===== config.mk =====
export PLATFORM = sky130hd
export DESIGN_NAME = alu_share_arbiter
export DESIGN_NICKNAME = d
export VERILOG_FILES = /design/src/rtl/alu_share_arbiter.sv
export SDC_FILE = /design/constraint.sdc
export NUM_CORES = 1
export LEC_CHECK = 0
export CAP_MARGIN = 20
export CORE_AREA = 2 2 140 142
export DETAILED_ROUTE_END_ITERATION = 16
export DIE_AREA = 0 0 142 144
export PLACE_DENSITY = 0.67
export SLEW_MARGIN = 40
export SYNTH_ARGS = -nofsm -noshare
export SYNTH_HDL_FRONTEND = slang
export SYNTH_SLANG_ARGS = --single-unit
export TNS_END_PERCENT = 5

===== constraint.sdc =====
create_clock -name clk -period 2.3 [get_ports clk]
set_clock_uncertainty 0.2 [all_clocks]
set_input_delay 0.23 -clock clk [delete_from_list [all_inputs] [get_ports clk]]
set_output_delay 0.23 -clock clk [all_outputs]
set_load 0.02 [all_outputs]

===== src/rtl/alu_share_arbiter.sv =====
`default_nettype none
// ============================================================================
// Module   : alu_share_arbiter (with alu_share_pkg)
// Purpose  : Round-robin share of one single-cycle ALU between two cores,
//            with a one-entry writeback buffer per core.
// Revision : 1.0 - initial release
// ============================================================================

package alu_share_pkg;
   typedef enum logic [1:0] {
      ALU_ADD = 2'd0,
      ALU_SUB = 2'd1,
      ALU_AND = 2'd2,
      ALU_XOR = 2'd3
   } alu_op_t;

   typedef struct packed {
      logic [31:0] in1;
      logic [31:0] in2;
      alu_op_t     op;
   } alu_inputs_t;
endpackage

module alu_share_arbiter
   import alu_share_pkg::*;
#(
   parameter int NUM_CORES   = 2,
   parameter int ID_W        = 3,
   parameter int XLEN        = 32,
   parameter int STALL_CNT_W = 16
) (
   input  logic                                    clk,
   input  logic                                    rst,
   input  logic        [NUM_CORES-1:0]             req_valid,
   input  logic        [NUM_CORES-1:0][ID_W-1:0]   req_id,
   input  alu_inputs_t [NUM_CORES-1:0]             req_inputs,
   output logic        [NUM_CORES-1:0]             req_grant,
   output logic                                    alu_possible_issue,
   output logic        [ID_W-1:0]                  alu_id,
   output alu_inputs_t                             alu_inputs,
   input  logic                                    alu_ready,
   input  logic                                    alu_done,
   input  logic        [ID_W-1:0]                  alu_wb_id,
   input  logic        [XLEN-1:0]                  alu_wb_rd,
   output logic        [NUM_CORES-1:0]             wb_valid,
   output logic        [NUM_CORES-1:0][ID_W-1:0]   wb_id,
   output logic        [NUM_CORES-1:0][XLEN-1:0]   wb_rd,
   input  logic        [NUM_CORES-1:0]             wb_ack,
   output logic        [NUM_CORES-1:0][STALL_CNT_W-1:0] stall_cnt
);

   logic                                  r_last_grant;
   logic                                  r_owner;
   logic                                  r_granted;
   logic [NUM_CORES-1:0]                  r_wb_valid;
   logic [NUM_CORES-1:0][ID_W-1:0]        r_wb_id;
   logic [NUM_CORES-1:0][XLEN-1:0]        r_wb_rd;
   logic [NUM_CORES-1:0][STALL_CNT_W-1:0] r_stall_cnt;

   logic [NUM_CORES-1:0]                  w_eligible;
   logic [NUM_CORES-1:0]                  w_grant;
   logic                                  w_sel;

   // A full buffer only blocks issue if it is not being drained this cycle.
   always_comb begin
      w_eligible = req_valid & {NUM_CORES{alu_ready}} & (~r_wb_valid | wb_ack);
      w_grant    = '0;
      w_sel      = 1'b0;
      if (rst) begin
         case (w_eligible)
            2'b01: begin w_grant = 2'b01; w_sel = 1'b0; end
            2'b10: begin w_grant = 2'b10; w_sel = 1'b1; end
            2'b11: begin
               w_sel   = ~r_last_grant;
               w_grant = r_last_grant ? 2'b01 : 2'b10;
            end
            default: begin w_grant = '0; w_sel = 1'b0; end
         endcase
      end
   end

   assign req_grant          = w_grant;
   assign alu_possible_issue = |w_grant;
   assign alu_id             = req_id[w_sel];
   assign alu_inputs         = req_inputs[w_sel];

   always_ff @(posedge clk or negedge rst) begin
      if (!rst) begin
         r_last_grant <= 1'b1;
         r_owner      <= 1'b0;
         r_granted    <= 1'b0;
         r_wb_valid   <= '0;
         r_wb_id      <= '0;
         r_wb_rd      <= '0;
         r_stall_cnt  <= '0;
      end else begin
         r_granted <= |w_grant;
         if (|w_grant) begin
            r_last_grant <= w_sel;
            r_owner      <= w_sel;
         end
         for (int c = 0; c < NUM_CORES; c++) begin
            // A same-cycle capture wins over the ack of the older result.
            if (alu_done && w_grant[c]) begin
               r_wb_valid[c] <= 1'b1;
               r_wb_id[c]    <= alu_wb_id;
               r_wb_rd[c]    <= alu_wb_rd;
            end else if (wb_ack[c]) begin
               r_wb_valid[c] <= 1'b0;
            end
            if (req_valid[c] && !w_grant[c] && (r_stall_cnt[c] != '1)) begin
               r_stall_cnt[c] <= r_stall_cnt[c] + STALL_CNT_W'(1);
            end
         end
      end
   end

   assign wb_valid  = r_wb_valid;
   assign wb_id     = r_wb_id;
   assign wb_rd     = r_wb_rd;
   assign stall_cnt = r_stall_cnt;

   a_done_same_cycle : assert property (@(posedge clk) disable iff (!rst)
      alu_done == alu_possible_issue);
   a_wb_id_match : assert property (@(posedge clk) disable iff (!rst)
      alu_done |-> (alu_wb_id == alu_id));
   a_owner_captured : assert property (@(posedge clk) disable iff (!rst)
      r_granted |-> r_wb_valid[r_owner]);

endmodule
`default_nettype wire


-- Word level (Yosys, flattened, before mapping)
Cells that the tools add are included.
- flip-flop bits (word level): 105
- output and inout port bits: 176
- logic and storage cells: 46
- bits of input ports: 181
- $lt $le $gt $ge: 1
- equality and inequality tests: 5
- bitwise gates (word level): 5
- reductions and logical operators: 11
- mux-type cells: 13
- add/sub/neg operators: 2
- operators by type and width (cell ; number):
    $mux W66 ; 2
    $add A16 B1 Y16 const B ; 2
    $ne A16 B16 Y1 const B ; 2
    $logic_and A1 B1 Y1 ; 6
    $mux W3 ; 2
    $pmux W2 S3 ; 1
    $mux W1 ; 5
    $and A2 B2 Y2 ; 2
    $eq A2 B2 Y1 const B ; 2
    $mux W2 ; 2
    $reduce_bool A2 Y1 ; 2
    $eq A2 B1 Y1 const B ; 1
    $logic_not A1 Y1 ; 2
    $lt A1 B2 Y1 const B ; 1
    $not A2 Y2 ; 1
    $or A2 B2 Y2 ; 1
    $pmux W1 S2 ; 1
    $reduce_or A2 Y1 ; 1
    $not A1 Y1 ; 1

-- Longest topological paths before layout
Gate-level depths: netlist (run 1).
- depth after elaboration: 9
- mapped depth: 9
- depth with buffers taken out: 7

-- Worst setup path after synthesis (run 1)
Ideal clock, no wire load.
- path type: reg2out
- start point: reg r_wb_valid[0], in the netlist wb_valid[0]
- end point: out alu_id[0]
- slack: 0.158 ns
- data required time: 1.870 ns
- cell stages (with the launch flop): 10
- data arrival time: 1.712 ns
- buffers on the path: 3
- path through: dfrtp_1 nand2b_4 and3_4 a21o_1 buf_6 inv_4 buf_6 clkbuf_1 nand2_1 nand2_1
- word-level cells in the longest chain between the ends: 8
- elaborated cells on any way between the ends: 9
- those cells by class: 2 x eq/ne; 4 x mux; 3 x bitwise
- ends and longest elaborated chain (what ; RTL line ; text):
    start: declaration ; 55 ; logic [NUM_CORES-1:0] r_wb_valid;
    start signal: assignment ; 92 ; r_wb_valid <= '0;
    start signal: indexed assignment ; 105 ; r_wb_valid[c] <= 1'b1;
    start signal: indexed assignment ; 109 ; r_wb_valid[c] <= 1'b0;
    $not A2 Y2 * ; 66 ; w_eligible = req_valid & {NUM_CORES{alu_ready}} & (~r_wb_valid | wb_ack);
    $or A2 B2 Y2 * ; 66 ;
    $and A2 B2 Y2 * ; 66 ;
    $eq A2 B2 Y1 ; 70 ; case (w_eligible)
    $pmux W1 S2 * ; 70 ;
    $mux W1 * ; 69 ; if (rst) begin
    $mux W3 (implied by the code) * (2 in series) ; 84 ; assign alu_id = req_id[w_sel];
    end: declaration ; 39 ; output logic [ID_W-1:0] alu_id,
Every way passes the cells marked *; elsewhere a longest branch is shown, timed or not. The select of a mux whose other input is x is not followed.

==> results of run 1 <==
## worst paths after layout
path | end | slack [ns]
max | alu_inputs[14] | -0.05
min reg2reg | stall_cnt[11]$_DFFE_PN0P_ | 0.29
min | wb_valid[0]$_DFFE_PN0P_ | -0.19
max in group asynchronous | wb_rd[33]$_DFFE_PN0P_ | 0.89
min in group clk | stall_cnt[11]$_DFFE_PN0P_ | 0.29
max reg2reg | stall_cnt[20]$_DFFE_PN0P_ | 0.01
## flip-flops by register name, indices dropped and copies added, names as in the netlist
signal        flops
wb_id             6
wb_rd            64
r_last_grant      1
wb_valid          2
stall_cnt        32
## Yosys cell counts
master	instances
nand2_1	222
nand2b_1	2
clkbuf_1	13
xnor2_1	15
nor2_1	12
xor2_1	13
and3_4	1
mux2_2	45
nand3_1	13
inv_4	1
nand2b_4	1
o21ai_0	1
and4_1	4
ha_1	2
dfrtp_1	104
buf_2	5
and3_1	11
nor3b_4	1
a21boi_2	1
and2_1	1
a21o_1	1
inv_1	2
nor3_4	2
o21a_1	1
o31ai_4	1
nor3_1	3
dfstp_2	1
nand2_4	1
nand4_1	13
buf_6	5
mux2_4	29
## worst reg2reg max path, cell delays in order (launching register included)
cell      delay [ns]
dfrtp_1         0.42
nand2b_4        0.09
and3_4          0.19
a21o_4          0.19
clkinv_8        0.12
buf_12          0.15
buf_12          0.14
nor3b_4         0.20
buf_4           0.15
and4_1          0.20
xor2_1          0.14
## timing repair
item | 4_1_cts | 5_1_grt
gates resized for setup | 319 | 62
setup buffers | 2 | 6
endpoints found under the setup margin | 109 | 75
hold endpoints to repair | 48 | 48
pin swaps | 4 | 18
cloned | 5 | 0
## routing by layer
metal	part of all wire, %	GRT usage (%)	routed length, µm	vias up
li1	-	-	-	2516
met1	40	23.7	8460	2455
met2	49	33.7	10400	251
met3	9.1	7.19	1930	20
met4	1.8	5.05	388	2
met5	0.028	0	6	-
## through the flow
stage          hold slack [ns]  power [mW]  instance area (µm²)  setup slack (ns)
6_report                -0.192        7.26                10100           -0.0532
3_3_place_gp             0.220        5.66                 9410            -0.418
4_1_cts                 -0.160        7.29                 9820           -0.0931
3_5_place_dp             0.225        5.69                 9410            -0.455
2_1_floorplan           -0.266        3.97                 5290             0.158
5_1_grt                 -0.140        7.64                10100            -0.128
## layout make-up
class | instances | share of cell area [%]
timing repair buffer | 403 | 41.1
antenna | 2 | 0.0497
sequential | 105 | 26.1
clock buffer | 9 | 2.24
inverter | 3 | 0.236
multi-input combinational | 396 | 26.5
clock inverter | 7 | 0.795
tap | 238 | 2.96
## cell families after synthesis
kind of cell | Yosys count | share of synthesized area (%)
AOI/OAI and AO/OA | 5 | 0.994
DFF | 105 | 49.7
adders and majority gates | 2 | 0.473
buffers and inverters | 26 | 2.72
muxes | 74 | 17.8
and+or+nand+nor | 287 | 23.6
xor gates and xnor gates | 28 | 4.64
## power by group
part | internal [mW] | total, mW | leakage (nW) | switching [mW]
Combinational | 1.70 | 3.09 | 3.26 | 1.39
Sequential | 2.28 | 2.62 | 1.30 | 0.340
Clock | 0.778 | 1.55 | 0.146 | 0.777
==> flow_summary.toml, run 1 <==
[floorplan]
row_count = 51
ios = 357
die_x_um = 142
die_y_um = 144
start_util_pct = 27.7
core_um2 = 19100
die_area_um2 = 20400

[global_route]
grt_pass1_vias = 5102
antenna_found_initial = 1
grt.overflow.total = 0
grt_max_degree = 57
grt_pass1_wl_um = 30300
grt.total_usage_pct = 19.8

[finish]
nets = 1101
layout_commonest_cell = "clkdlybuf4s50_1"
drive_gt1_share_pct = 28.2
multi_input_area_um2 = 2670
final_util_pct = 52.8
fillCellCount = 1758
regArea_um2 = 2630
areaGrowthSynthToFinish_pct = 90.6
final_cells = 1163
layout_common_cells = "283 x clkdlybuf4s50_1, 184 x nand2_1, 104 x dfrtp_1"

[placement]
dp_hpwl_um = 16500
post-place-cells = 1132
routabilityCongestion = 0.847
port_buffers = 356

[clocking]
htree_levels = 3
cts.clk_slew.worst_paths_ns = 0.09
clk_latency_ns = 0.35
numClockSinks = 105
cts_buffers = 9
clock-root-buffer = "clkbuf_16"
clockBufferDepth = 2
cts_tree = "done"

[sta]
final-hold-violation-count = 48
fin_tns_setup_ns = -0.798
grt_setup_unrepaired = "true"
slew_headroom_pct = 52.9
setup_ws_ns = -0.0532
post-route-period-util_pct = 102
slew_viol_final = 0
max_freq_mhz = 425
setup_viol = 31
fin_crit_ns = 2.35
finalHoldWorstSlack_ns = -0.192
worstMarginPinSlew_ns = 0.706

[power]
p_leak_nw = 4.71
power.density_nw_per_um2 = 721
vdd_drop_max_v = 0.000352

[yosys]
avgSynthCellArea_um2 = 10.0
synth_top_cells_by_area = "dfrtp_1 49%, nand2_1 16%, mux2_2 9.6%, mux2_4 8.2%, xnor2_1 2.5%"
synth_top_area_share_pct = 49.2
synth_seq_cells = 105
ys_seq_area_share_pct = 49.7
synth_cell_types = 31
syn-num-nets = 710
synth_area_um2 = 5290
synth_warnings = 0
yosys.area.top_type = "dfrtp_1"
netlist_instances = 527

[worst_setup_path]
worstSetupStartpoint = "wb_valid[0]$_DFFE_PN0P_"
path_class = "register to output pin"
endpoint_kind = "output pin"
path_buf_inv = 4
r2r_cells = 10
crit_top_cell = "buf_12"
crit_family = "buffers and inverters"
crit_chain = "nand2b_4, and3_4, a21o_4, clkinv_8, buf_12, buf_8, nand2_2, nand2_4, buf_12"
cp_slowest_cell = "dfrtp_1"
cp.depth = 9
startpoint_type = "register"
crit_fanout = 7
slowest_delay_ns = 0.42
cp_data_arrival_time_ns = 1.92
timing.rr.start = "wb_valid[0]$_DFFE_PN0P_"
crit_required_ns = 1.87

[run_status]
status = "complete, but fails checks"
failed_checks = "negative hold slack, negative setup slack"

[routing]
drtIter0Drc = 153
viasPerCell = 4.51
finalWirelength_um = 21100
drt_first_pass_iters = 5
ant_nets = 0
drc = 0
num_vias = 5244
post_drt_wl_per_cell_um = 18.2

[min_path]
hold_class = "input pin to async pin"

[job]
drv_cap = 0
Note: power is estimated with default switching activity, not from simulation.
==> run 2, diff against run 1 <==
--- a/config.mk
+++ b/config.mk
@@ -5,6 +5,7 @@
 export SDC_FILE = /design/constraint.sdc
 export NUM_CORES = 1
 export LEC_CHECK = 0
+export ABC_CLOCK_PERIOD_IN_PS = 2300
 export CAP_MARGIN = 20
 export CORE_AREA = 2 2 140 142
 export DETAILED_ROUTE_END_ITERATION = 16
==> results of run 2 <==
No change in the layout: final DEF, timing and power equal those of run 1.
